File: src/rtl/hazard_unit.sv
// hazard_unit: operand-forwarding selects, stall/flush control and a
// saturating bubble counter for a 5-stage in-order pipeline. The unit keeps
// its own copy of the E/M/W destination info, so decode supplies each
// instruction's fields only once, while that instruction is in D.
//
// Forward select encoding: 2'b00 register file, 2'b01 result_m, 2'b10 result_w.
module hazard_unit #(
  parameter int REG_ADDR_WIDTH = 5,
  parameter int CNT_WIDTH      = 32
) (
  input  logic                      clk_i,
  input  logic                      rst_i,
  input  logic [REG_ADDR_WIDTH-1:0] rs1_d_i,
  input  logic [REG_ADDR_WIDTH-1:0] rs2_d_i,
  input  logic [REG_ADDR_WIDTH-1:0] rd_d_i,
  input  logic                      reg_write_d_i,
  input  logic                      load_d_i,
  input  logic                      pc_src_e_i,
  input  logic                      dmem_stall_i,
  output logic [1:0]                forward1_e_o,
  output logic [1:0]                forward2_e_o,
  output logic                      stall_f_o,
  output logic                      stall_d_o,
  output logic                      stall_e_o,
  output logic                      stall_m_o,
  output logic                      stall_w_o,
  output logic                      flush_d_o,
  output logic                      flush_e_o,
  output logic [CNT_WIDTH-1:0]      bubble_count_o
);

  localparam logic [1:0] FWD_RF = 2'b00;
  localparam logic [1:0] FWD_M  = 2'b01;
  localparam logic [1:0] FWD_W  = 2'b10;

  // Shadow pipeline state for the instructions currently in E, M and W.
  logic [REG_ADDR_WIDTH-1:0] rs1_e, rs2_e, rd_e;
  logic                      reg_write_e, load_e;
  logic [REG_ADDR_WIDTH-1:0] rd_m;
  logic                      reg_write_m;
  logic [REG_ADDR_WIDTH-1:0] rd_w;
  logic                      reg_write_w;

  logic load_use;

  // Forward selects: the youngest in-flight writer (M before W) wins; x0 never forwards.
  always_comb begin
    forward1_e_o = FWD_RF;
    forward2_e_o = FWD_RF;
    if (reg_write_m && (rd_m != '0) && (rd_m == rs1_e))
      forward1_e_o = FWD_M;
    else if (reg_write_w && (rd_w != '0) && (rd_w == rs1_e))
      forward1_e_o = FWD_W;
    if (reg_write_m && (rd_m != '0) && (rd_m == rs2_e))
      forward2_e_o = FWD_M;
    else if (reg_write_w && (rd_w != '0) && (rd_w == rs2_e))
      forward2_e_o = FWD_W;
  end

  // Load-use detection: conservative, D's source fields are matched whether used or not.
  always_comb begin
    load_use = load_e && (rd_e != '0) &&
               ((rd_e == rs1_d_i) || (rd_e == rs2_d_i));
  end

  // Stall/flush priority: memory stall freezes everything, then a taken
  // branch squashes D and E (a branch held in E under a memory stall is
  // serviced once the stall drops), then a load-use inserts one bubble.
  always_comb begin
    stall_f_o = 1'b0;
    stall_d_o = 1'b0;
    stall_e_o = 1'b0;
    stall_m_o = 1'b0;
    stall_w_o = 1'b0;
    flush_d_o = 1'b0;
    flush_e_o = 1'b0;
    if (dmem_stall_i) begin
      stall_f_o = 1'b1;
      stall_d_o = 1'b1;
      stall_e_o = 1'b1;
      stall_m_o = 1'b1;
      stall_w_o = 1'b1;
    end else if (pc_src_e_i) begin
      flush_d_o = 1'b1;
      flush_e_o = 1'b1;
    end else if (load_use) begin
      stall_f_o = 1'b1;
      stall_d_o = 1'b1;
      flush_e_o = 1'b1;
    end
  end

  // Advance the shadow pipeline; a flushed E slot becomes an all-zero bubble.
  always_ff @(posedge clk_i or posedge rst_i) begin
    if (rst_i) begin
      rs1_e       <= '0;
      rs2_e       <= '0;
      rd_e        <= '0;
      reg_write_e <= 1'b0;
      load_e      <= 1'b0;
      rd_m        <= '0;
      reg_write_m <= 1'b0;
      rd_w        <= '0;
      reg_write_w <= 1'b0;
    end else if (!dmem_stall_i) begin
      rd_w        <= rd_m;
      reg_write_w <= reg_write_m;
      rd_m        <= rd_e;
      reg_write_m <= reg_write_e;
      if (flush_e_o) begin
        rs1_e       <= '0;
        rs2_e       <= '0;
        rd_e        <= '0;
        reg_write_e <= 1'b0;
        load_e      <= 1'b0;
      end else begin
        rs1_e       <= rs1_d_i;
        rs2_e       <= rs2_d_i;
        rd_e        <= rd_d_i;
        reg_write_e <= reg_write_d_i;
        load_e      <= load_d_i;
      end
    end
  end

  // Count every bubble injected into E, saturating at all-ones.
  always_ff @(posedge clk_i or posedge rst_i) begin
    if (rst_i)
      bubble_count_o <= '0;
    else if (flush_e_o && (bubble_count_o != '1))
      bubble_count_o <= bubble_count_o + CNT_WIDTH'(1);
  end

endmodule
File: config.mk
export PLATFORM = sky130hd
export DESIGN_NAME = hazard_unit
export DESIGN_NICKNAME = d
export VERILOG_FILES = /design/src/rtl/hazard_unit.sv
export SDC_FILE = /design/constraint.sdc
export NUM_CORES = 1
export LEC_CHECK = 0
export ABC_AREA = 0
export BUFFER_PORTS_ARGS = -buffer_cell sky130_fd_sc_hd__buf_2
export CAP_MARGIN = 10
export CORE_ASPECT_RATIO = 1.75
export CORE_MARGIN = 1.5
export CORE_UTILIZATION = 55
export CTS_CLUSTER_SIZE = 14
export DETAILED_ROUTE_END_ITERATION = 8
export MAX_ROUTING_LAYER = met4
export PLACE_DENSITY = 0.8
export SYNTH_ARGS = -nofsm -noshare
export SYNTH_HDL_FRONTEND = slang
export SYNTH_SLANG_ARGS = --single-unit
File: constraint.sdc
create_clock -name clk_i -period 2.45 [get_ports clk_i]
set_input_delay 0.245 -clock clk_i [delete_from_list [all_inputs] [get_ports clk_i]]
set_output_delay 0.245 -clock clk_i [all_outputs]
set_load 0.02 [all_outputs]
==> results of run 1 <==
## what timing repair did
action,in CTS,in global routing
setup buffers,0,4
setup endpoints to repair,3,3
pin swaps,1,1
gates resized for setup,1,1
## flip-flops by register name, indices dropped and copies added, names as in the netlist
register / cells
bubble_count_o: 32
load_e: 1
rd_e: 5
rd_m: 5
rd_w: 5
reg_write_e: 1
reg_write_m: 1
reg_write_w: 1
rs1_e: 5
rs2_e: 5
## cells by family (layout without fill, tap and decap cells)
family                   Yosys count  in the layout  share of synthesized area (%)
AND/OR/NAND/NOR                  131            131                           20.3
multiplexers                      14             14                           5.10
XOR/XNOR                          60             60                           16.6
adder cells (fa/ha/maj)            1              1                          0.396
AO/OA/AOI/OAI                     28             28                           5.58
buffers and inverters             19             96                           3.72
flip-flops                        61             61                           48.3
## metrics by stage
stage,instances,area [um^2]
after floorplan,314,3160
after global placement,448,3540
after detailed placement,448,3540
after CTS,463,3720
after global routing,467,3760
final,467,3760
## cells in the final DEF (no fill, tap or decap), types with 2 or more instances in the layout
cell type	synthesis	layout
nor3b_1	2	2
clkbuf_8	0	9
mux2_2	13	13
nand4b_1	2	2
xnor2_1	21	21
o21ai_0	4	3
nor3_2	2	2
nand2_1	47	47
inv_1	5	4
nand3_1	17	17
xor2_1	39	39
nor2_1	18	18
dfrtp_1	61	61
buf_4	4	13
o21ai_1	17	17
clkinv_2	0	3
nor4_1	7	7
nor3_1	17	17
buf_2	1	63
or4_1	4	4
nand4_1	9	9
## synth_stat cells, types with 2 or more instances
library cell	instances
inv_1	5
mux2_2	13
buf_6	4
nor2_1	18
nor3_2	2
nor4_1	7
nor3_1	17
buf_1	2
nand4b_1	2
or4_1	4
nand3_1	17
nand4_1	9
xor2_1	39
nor3b_1	2
clkbuf_1	3
o21ai_0	4
xnor2_1	21
dfrtp_1	61
o21ai_1	17
nand2_1	47
buf_4	4
## worst max path at each step
stage / startpoint / end / slack (ps) / cells past startpoint
after floorplan: rd_m[2] / forward1_e_o[1] / 180 / 4
after global placement: rd_e[0] / bubble_count_o[11] / 240 / 7
after detailed placement: rd_e[0] / bubble_count_o[11] / 190 / 7
after CTS: rd_e[1] / flush_e_o / 6 / 5
after global routing: rd_m[2] / forward1_e_o[1] / 10 / 5
final: rd_m[2] / forward1_e_o[1] / 150 / 5
## area by class of cell
class | instances | area, um^2
Fill cell | 465 | 1780
Sequential cell | 61 | 1530
Multi-Input combinational cell | 234 | 1520
Timing Repair Buffer | 76 | 413
Clock buffer | 10 | 128
Tap cell | 76 | 95.1
Clock inverter | 5 | 52.6
Inverter | 5 | 18.8
## worst max-delay path: stages (launching register included)
cell     delay, ps
dfrtp_1        450
or4_1          560
o21ai_2        170
nor4_1          90
nor4_1         250
buf_2          200
## metal layers
metal	GRT usage, %	share of wire [%]	up-vias
li1	-	-	1222
met1	28.9	37	1220
met2	48.5	58	73
met3	6.84	4.0	11
met4	12.3	1.6	0
met5	-	0	-
## report_power, final
group | switching, mW | internal, mW
clock | 0.376 | 0.458
sequential | 0.149 | 1.11
combinational | 0.269 | 0.213
==> metrics.txt, run 1 <==
# TYPE chip_impl_metric gauge
chip_impl_metric{name="core.rowCount",unit=""} 36
chip_impl_info{name="synth_top_area_cell",value="dfrtp_1"} 1
chip_impl_metric{name="clock_skew",unit="ps"} 5.89
chip_impl_metric{name="chipHeight",unit="um"} 103
chip_impl_metric{name="fp.dieW",unit="um"} 60.3
chip_impl_metric{name="detail-route-antenna-nets",unit=""} 0
chip_impl_metric{name="grt_pass1_wl",unit="um"} 12100
chip_impl_metric{name="timing.critical_path.required",unit="ps"} 2200
chip_impl_metric{name="routed_wire_length_per_instance",unit="um"} 16.1
chip_impl_metric{name="postSynth.asyncResetShare",unit="%"} 100
chip_impl_metric{name="ys_seq_elements",unit=""} 61
chip_impl_metric{name="postSynthCellCount",unit=""} 314
chip_impl_metric{name="synth_cell_type_count",unit=""} 37
chip_impl_metric{name="total_leakage_power",unit="nW"} 1.88
chip_impl_metric{name="synth_top_area_share",unit="%"} 48.3
chip_impl_metric{name="track_usage",unit="%"} 27.8
chip_impl_metric{name="clock_tree.htree_level_count",unit=""} 3
chip_impl_metric{name="cts_num_sinks",unit=""} 61
chip_impl_metric{name="diodes",unit=""} 0
chip_impl_metric{name="synth_fp_nets",unit=""} 336
chip_impl_info{name="reg2reg_to",value="bubble_count_o[11]"} 1
chip_impl_metric{name="final_min_period_over_clock_period",unit="%"} 94.0
chip_impl_metric{name="worstPathMaxFanout",unit=""} 5
chip_impl_info{name="cts_root_buf",value="clkbuf_8"} 1
chip_impl_metric{name="finalHoldWorstSlack",unit="ps"} 16.9
chip_impl_metric{name="nNetsFinal",unit=""} 409
chip_impl_metric{name="clock_insertion_delay_worst_skew",unit="ps"} 340
chip_impl_metric{name="r2r_cells",unit=""} 7
chip_impl_metric{name="vias_per_cell",unit=""} 5.41
chip_impl_metric{name="worst_pin_slew",unit="ps"} 737
chip_impl_metric{name="pre_antenna_drt_iters",unit=""} 4
chip_impl_metric{name="initial_core_util",unit="%"} 57.1
chip_impl_metric{name="floorplan.core_area",unit="mm^2"} 0.00554
chip_impl_metric{name="synth_seq_area_share",unit="%"} 48.3
chip_impl_metric{name="clock_tree.buffer_depth",unit=""} 2
chip_impl_metric{name="finish.utilization",unit="%"} 67.8
chip_impl_metric{name="post_route_cells_drive_above_1_share",unit="%"} 28.9
chip_impl_info{name="synthFlopType",value="dfrtp_1"} 1
chip_impl_metric{name="finalHoldViolations",unit=""} 0
chip_impl_metric{name="arrival",unit="ps"} 2060
chip_impl_info{name="criticalPathCategory",value="reg2out"} 1
chip_impl_metric{name="grt_max_degree",unit=""} 57
chip_impl_metric{name="area.growth.synth_to_final",unit="%"} 18.7
chip_impl_metric{name="drv_cap",unit=""} 0
chip_impl_info{name="nature_of_the_critical_path_endpoint",value="primary output"} 1
chip_impl_info{name="yosys-top-cells-area",value="dfrtp_1 (48%), xor2_1 (11%), xnor2_1 (5.8%)"} 1
chip_impl_metric{name="drt_iter0_markers",unit=""} 47
chip_impl_metric{name="power.density_cell_area",unit="mW/mm^2"} 685
chip_impl_info{name="rsz0062_at_grt",value="false"} 1
chip_impl_metric{name="synth-edff-count",unit=""} 0
chip_impl_metric{name="cts-hold-fix-buffers",unit=""} 0
chip_impl_metric{name="reg2reg_slack",unit="ps"} 150
chip_impl_metric{name="total_power",unit="mW"} 2.57
chip_impl_metric{name="max_slew_margin",unit="%"} 50.8
chip_impl_metric{name="timing.final.max_slew_violations",unit=""} 0
chip_impl_metric{name="finalWirelength",unit="um"} 7530
chip_impl_info{name="cts_tree",value="yes"} 1
chip_impl_metric{name="clk_transition_reported_paths",unit="ps"} 60
chip_impl_metric{name="fmaxAchievable",unit="MHz"} 434
chip_impl_info{name="run_status",value="completed"} 1
chip_impl_metric{name="design.die.area",unit="mm^2"} 0.00623
chip_impl_metric{name="vdd_ir_drop_max",unit="V"} 0.000521
chip_impl_metric{name="place.gp.congestion",unit=""} 0.913
chip_impl_metric{name="finalSetupViolCount",unit=""} 0
chip_impl_metric{name="post_synth.cell_area_avg",unit="um^2"} 10.1
chip_impl_metric{name="mappedNetlistArea",unit="mm^2"} 0.00316
chip_impl_metric{name="pre_cts_ws",unit="ps"} 192
chip_impl_metric{name="port-buffer-count",unit=""} 63
chip_impl_metric{name="numCtsBuffers",unit=""} 9
chip_impl_info{name="reg2reg_from",value="rd_e[0]"} 1
chip_impl_metric{name="hpwlAfterDp",unit="um"} 5590
chip_impl_metric{name="drcViolationCount",unit=""} 0
chip_impl_metric{name="num_vias",unit=""} 2526
chip_impl_metric{name="setup_ws",unit="ps"} 147
chip_impl_metric{name="num_io_pins",unit=""} 64
chip_impl_metric{name="grt-ovfl-total",unit=""} 0
chip_impl_metric{name="antenna_found_initial",unit=""} 0
chip_impl_info{name="worst_hold_path_type",value="in2async"} 1
chip_impl_info{name="critPathLaunchType",value="register"} 1
chip_impl_metric{name="fin_crit",unit="ps"} 2300
chip_impl_metric{name="vias_in_the_first_global_route",unit=""} 2559
chip_impl_metric{name="setup_tns",unit="ps"} 0
chip_impl_metric{name="yosysWarnings",unit=""} 0
Note: power is estimated with default switching activity, not from simulation.
==> run 2: changes to the inputs <==
--- a/config.mk
+++ b/config.mk
@@ -10,11 +10,12 @@
 export CAP_MARGIN = 10
 export CORE_ASPECT_RATIO = 1.75
 export CORE_MARGIN = 1.5
-export CORE_UTILIZATION = 55
+export CORE_UTILIZATION = 45
 export CTS_CLUSTER_SIZE = 14
 export DETAILED_ROUTE_END_ITERATION = 8
 export MAX_ROUTING_LAYER = met4
-export PLACE_DENSITY = 0.8
+export PLACE_DENSITY = 0.67
 export SYNTH_ARGS = -nofsm -noshare
 export SYNTH_HDL_FRONTEND = slang
 export SYNTH_SLANG_ARGS = --single-unit
+export TNS_END_PERCENT = 20
==> run 2 against run 1 <==
- fmax is 1.1% higher
- critical path depth stayed put
- power is 26% higher
- clock power is 81% higher
- largest cell class unchanged
- largest power group is now clock
==> metrics.txt, run 2 (same netlist as run 1, synthesis figures left out) <==
# TYPE chip_impl_metric gauge
chip_impl_metric{name="fillCellCount",unit=""} 610
chip_impl_metric{name="drt_iter0_markers",unit=""} 103
chip_impl_metric{name="pre_antenna_drt_iters",unit=""} 4
chip_impl_metric{name="initial_core_util",unit="%"} 46.1
chip_impl_metric{name="hpwlAfterDp",unit="um"} 5660
chip_impl_metric{name="vdd_ir_drop_max",unit="V"} 0.000662
chip_impl_metric{name="cts_num_sinks",unit=""} 61
chip_impl_metric{name="drcViolationCount",unit=""} 0
chip_impl_metric{name="finalSetupViolCount",unit=""} 0
chip_impl_metric{name="num_vias",unit=""} 2516
chip_impl_metric{name="setup_tns",unit="ps"} 0
chip_impl_info{name="cts_tree",value="yes"} 1
chip_impl_metric{name="diodes",unit=""} 0
chip_impl_metric{name="port-buffer-count",unit=""} 63
chip_impl_metric{name="numCtsBuffers",unit=""} 9
chip_impl_metric{name="chipHeight",unit="um"} 114
chip_impl_metric{name="post_route_cells_drive_above_1_share",unit="%"} 28.1
chip_impl_metric{name="antenna_found_initial",unit=""} 0
chip_impl_info{name="worst_hold_path_type",value="in2reg"} 1
chip_impl_metric{name="finalHoldViolations",unit=""} 0
chip_impl_metric{name="routed_wire_length_per_instance",unit="um"} 15.9
chip_impl_metric{name="final_min_period_over_clock_period",unit="%"} 93.0
chip_impl_metric{name="design.die.area",unit="mm^2"} 0.00756
chip_impl_metric{name="area.growth.synth_to_final",unit="%"} 24.3
chip_impl_metric{name="fin_crit",unit="ps"} 2280
chip_impl_metric{name="fp.dieW",unit="um"} 66.4
chip_impl_info{name="regMostFlops",value="bubble_count_o"} 1
chip_impl_metric{name="timing.critical_path.required",unit="ps"} 2200
chip_impl_metric{name="max_slew_margin",unit="%"} 60.0
chip_impl_metric{name="nNetsFinal",unit=""} 405
chip_impl_metric{name="vias_per_cell",unit=""} 5.33
chip_impl_metric{name="finalHoldWorstSlack",unit="ps"} 144
chip_impl_metric{name="finalWirelength",unit="um"} 7490
chip_impl_metric{name="detail-route-antenna-nets",unit=""} 0
chip_impl_info{name="rsz0062_at_grt",value="false"} 1
chip_impl_info{name="nature_of_the_critical_path_endpoint",value="primary output"} 1
chip_impl_info{name="critPathLaunchType",value="register"} 1
chip_impl_info{name="run_status",value="completed"} 1
chip_impl_metric{name="floorplan.core_area",unit="mm^2"} 0.00686
chip_impl_info{name="top_library_cells_by_usage_in_the_layout_fill_and_taps_aside",value="buf_2 (63), dfrtp_1 (61), nand2_1 (47)"} 1
chip_impl_metric{name="core.rowCount",unit=""} 40
chip_impl_metric{name="track_usage",unit="%"} 23.0
chip_impl_info{name="criticalPathCategory",value="reg2out"} 1
chip_impl_metric{name="power.density_cell_area",unit="mW/mm^2"} 822
chip_impl_metric{name="worst_pin_slew",unit="ps"} 599
chip_impl_metric{name="clock_skew",unit="ps"} 6.48
chip_impl_info{name="cts_root_buf",value="clkbuf_16"} 1
chip_impl_metric{name="grt-ovfl-total",unit=""} 0
chip_impl_metric{name="total_power",unit="mW"} 3.23
chip_impl_metric{name="timing.final.max_slew_violations",unit=""} 0
chip_impl_metric{name="worstPathMaxFanout",unit=""} 7
chip_impl_metric{name="total_leakage_power",unit="nW"} 1.95
chip_impl_info{name="mostFrequentLayoutCell",value="buf_2"} 1
chip_impl_metric{name="num_io_pins",unit=""} 64
chip_impl_metric{name="grt_max_degree",unit=""} 50
chip_impl_metric{name="place.gp.congestion",unit=""} 0.806
chip_impl_metric{name="clock_insertion_delay_worst_skew",unit="ps"} 330
chip_impl_metric{name="clock_tree.htree_level_count",unit=""} 3
chip_impl_metric{name="grt_pass1_wl",unit="um"} 12400
chip_impl_metric{name="vias_in_the_first_global_route",unit=""} 2561
chip_impl_metric{name="arrival",unit="ps"} 2030
chip_impl_metric{name="largest_register_ff_count",unit=""} 32
chip_impl_metric{name="clock_tree.buffer_depth",unit=""} 2
chip_impl_metric{name="fmaxAchievable",unit="MHz"} 439
chip_impl_metric{name="clk_transition_reported_paths",unit="ps"} 50
chip_impl_metric{name="drv_cap",unit=""} 0
run 2: cell count changes in the layout (fill, tap and decap cells not counted), sizes merged:
cell | before | now
buf | 76 | 71
clkbuf | 10 | 13
clkinv | 3 | 0
clkinvlp | 1 | 0
bufinv | 1 | 3
dlygate4sd3 | 0 | 1
run 2: power breakdown:
part | internal [mW] | leakage, nW | total (mW) | switching, mW
sequential | 1.11 | 0.804 | 1.25 | 0.145
combinational | 0.209 | 0.969 | 0.472 | 0.263
clock | 1.08 | 0.176 | 1.51 | 0.431
run 2: worst max-delay path: stages, from the launching register on:
cell	delay [ps]
dfrtp_1	430
or4_4	550
o21a_1	220
a21oi_4	240
nor2_1	80
buf_2	180
run 2: area by class of cell:
type | instances | area (um^2) | area share [%]
Clock inverter | 3 | 90.1 | 2.29
Tap cell | 84 | 105 | 2.67
Clock buffer | 13 | 270 | 6.87
Inverter | 5 | 18.8 | 0.477
Multi-Input combinational cell | 234 | 1520 | 38.7
Sequential cell | 61 | 1530 | 38.8
Timing Repair Buffer | 72 | 398 | 10.1
run 2: layer usage:
metal | vias up | track usage, % | share of wire, %
li1 | 1211 | - | -
met1 | 1218 | 23.0 | 37
met2 | 67 | 40.0 | 56
met3 | 20 | 5.03 | 3.9
met4 | 0 | 12.9 | 3.2
met5 | - | - | 0
run 2: final timing paths:
kind,start,end,slack [ps],depth (start not counted)
max in group asynchronous,rst_i,rd_m[2],1320,4
worst min register to register,bubble_count_o[31],bubble_count_o[31],490,1
worst max-delay path,rd_e[1],flush_e_o,170,5
min in group asynchronous,rst_i,reg_write_e,540,3
worst min-delay path,rd_d_i[0],rd_e[0],140,3
worst max register to register,rd_e[4],bubble_count_o[25],320,7
run 2: metrics by stage:
step / utilization [%] / std cells / area [um^2] / worst slack, ps
floorplan: - / 314 / 3160 / 180
global placement: 51.9 / 455 / 3560 / 361
detailed placement: 51.9 / 455 / 3560 / 312
CTS: 57.3 / 472 / 3930 / 32.1
global route: 57.3 / 472 / 3930 / 43.8
finish: 57.3 / 472 / 3930 / 172
run 2: repair_timing:
| action | 4_1_cts | 5_1_grt |
|---|---|---|
| resized for setup | 0 | 2 |
| setup endpoints to repair | 0 | 2 |
| endpoints found under the hold margin | 13 | 0 |
| hold buffers | 1 | 0 |
| setup buffers | 0 | 0 |
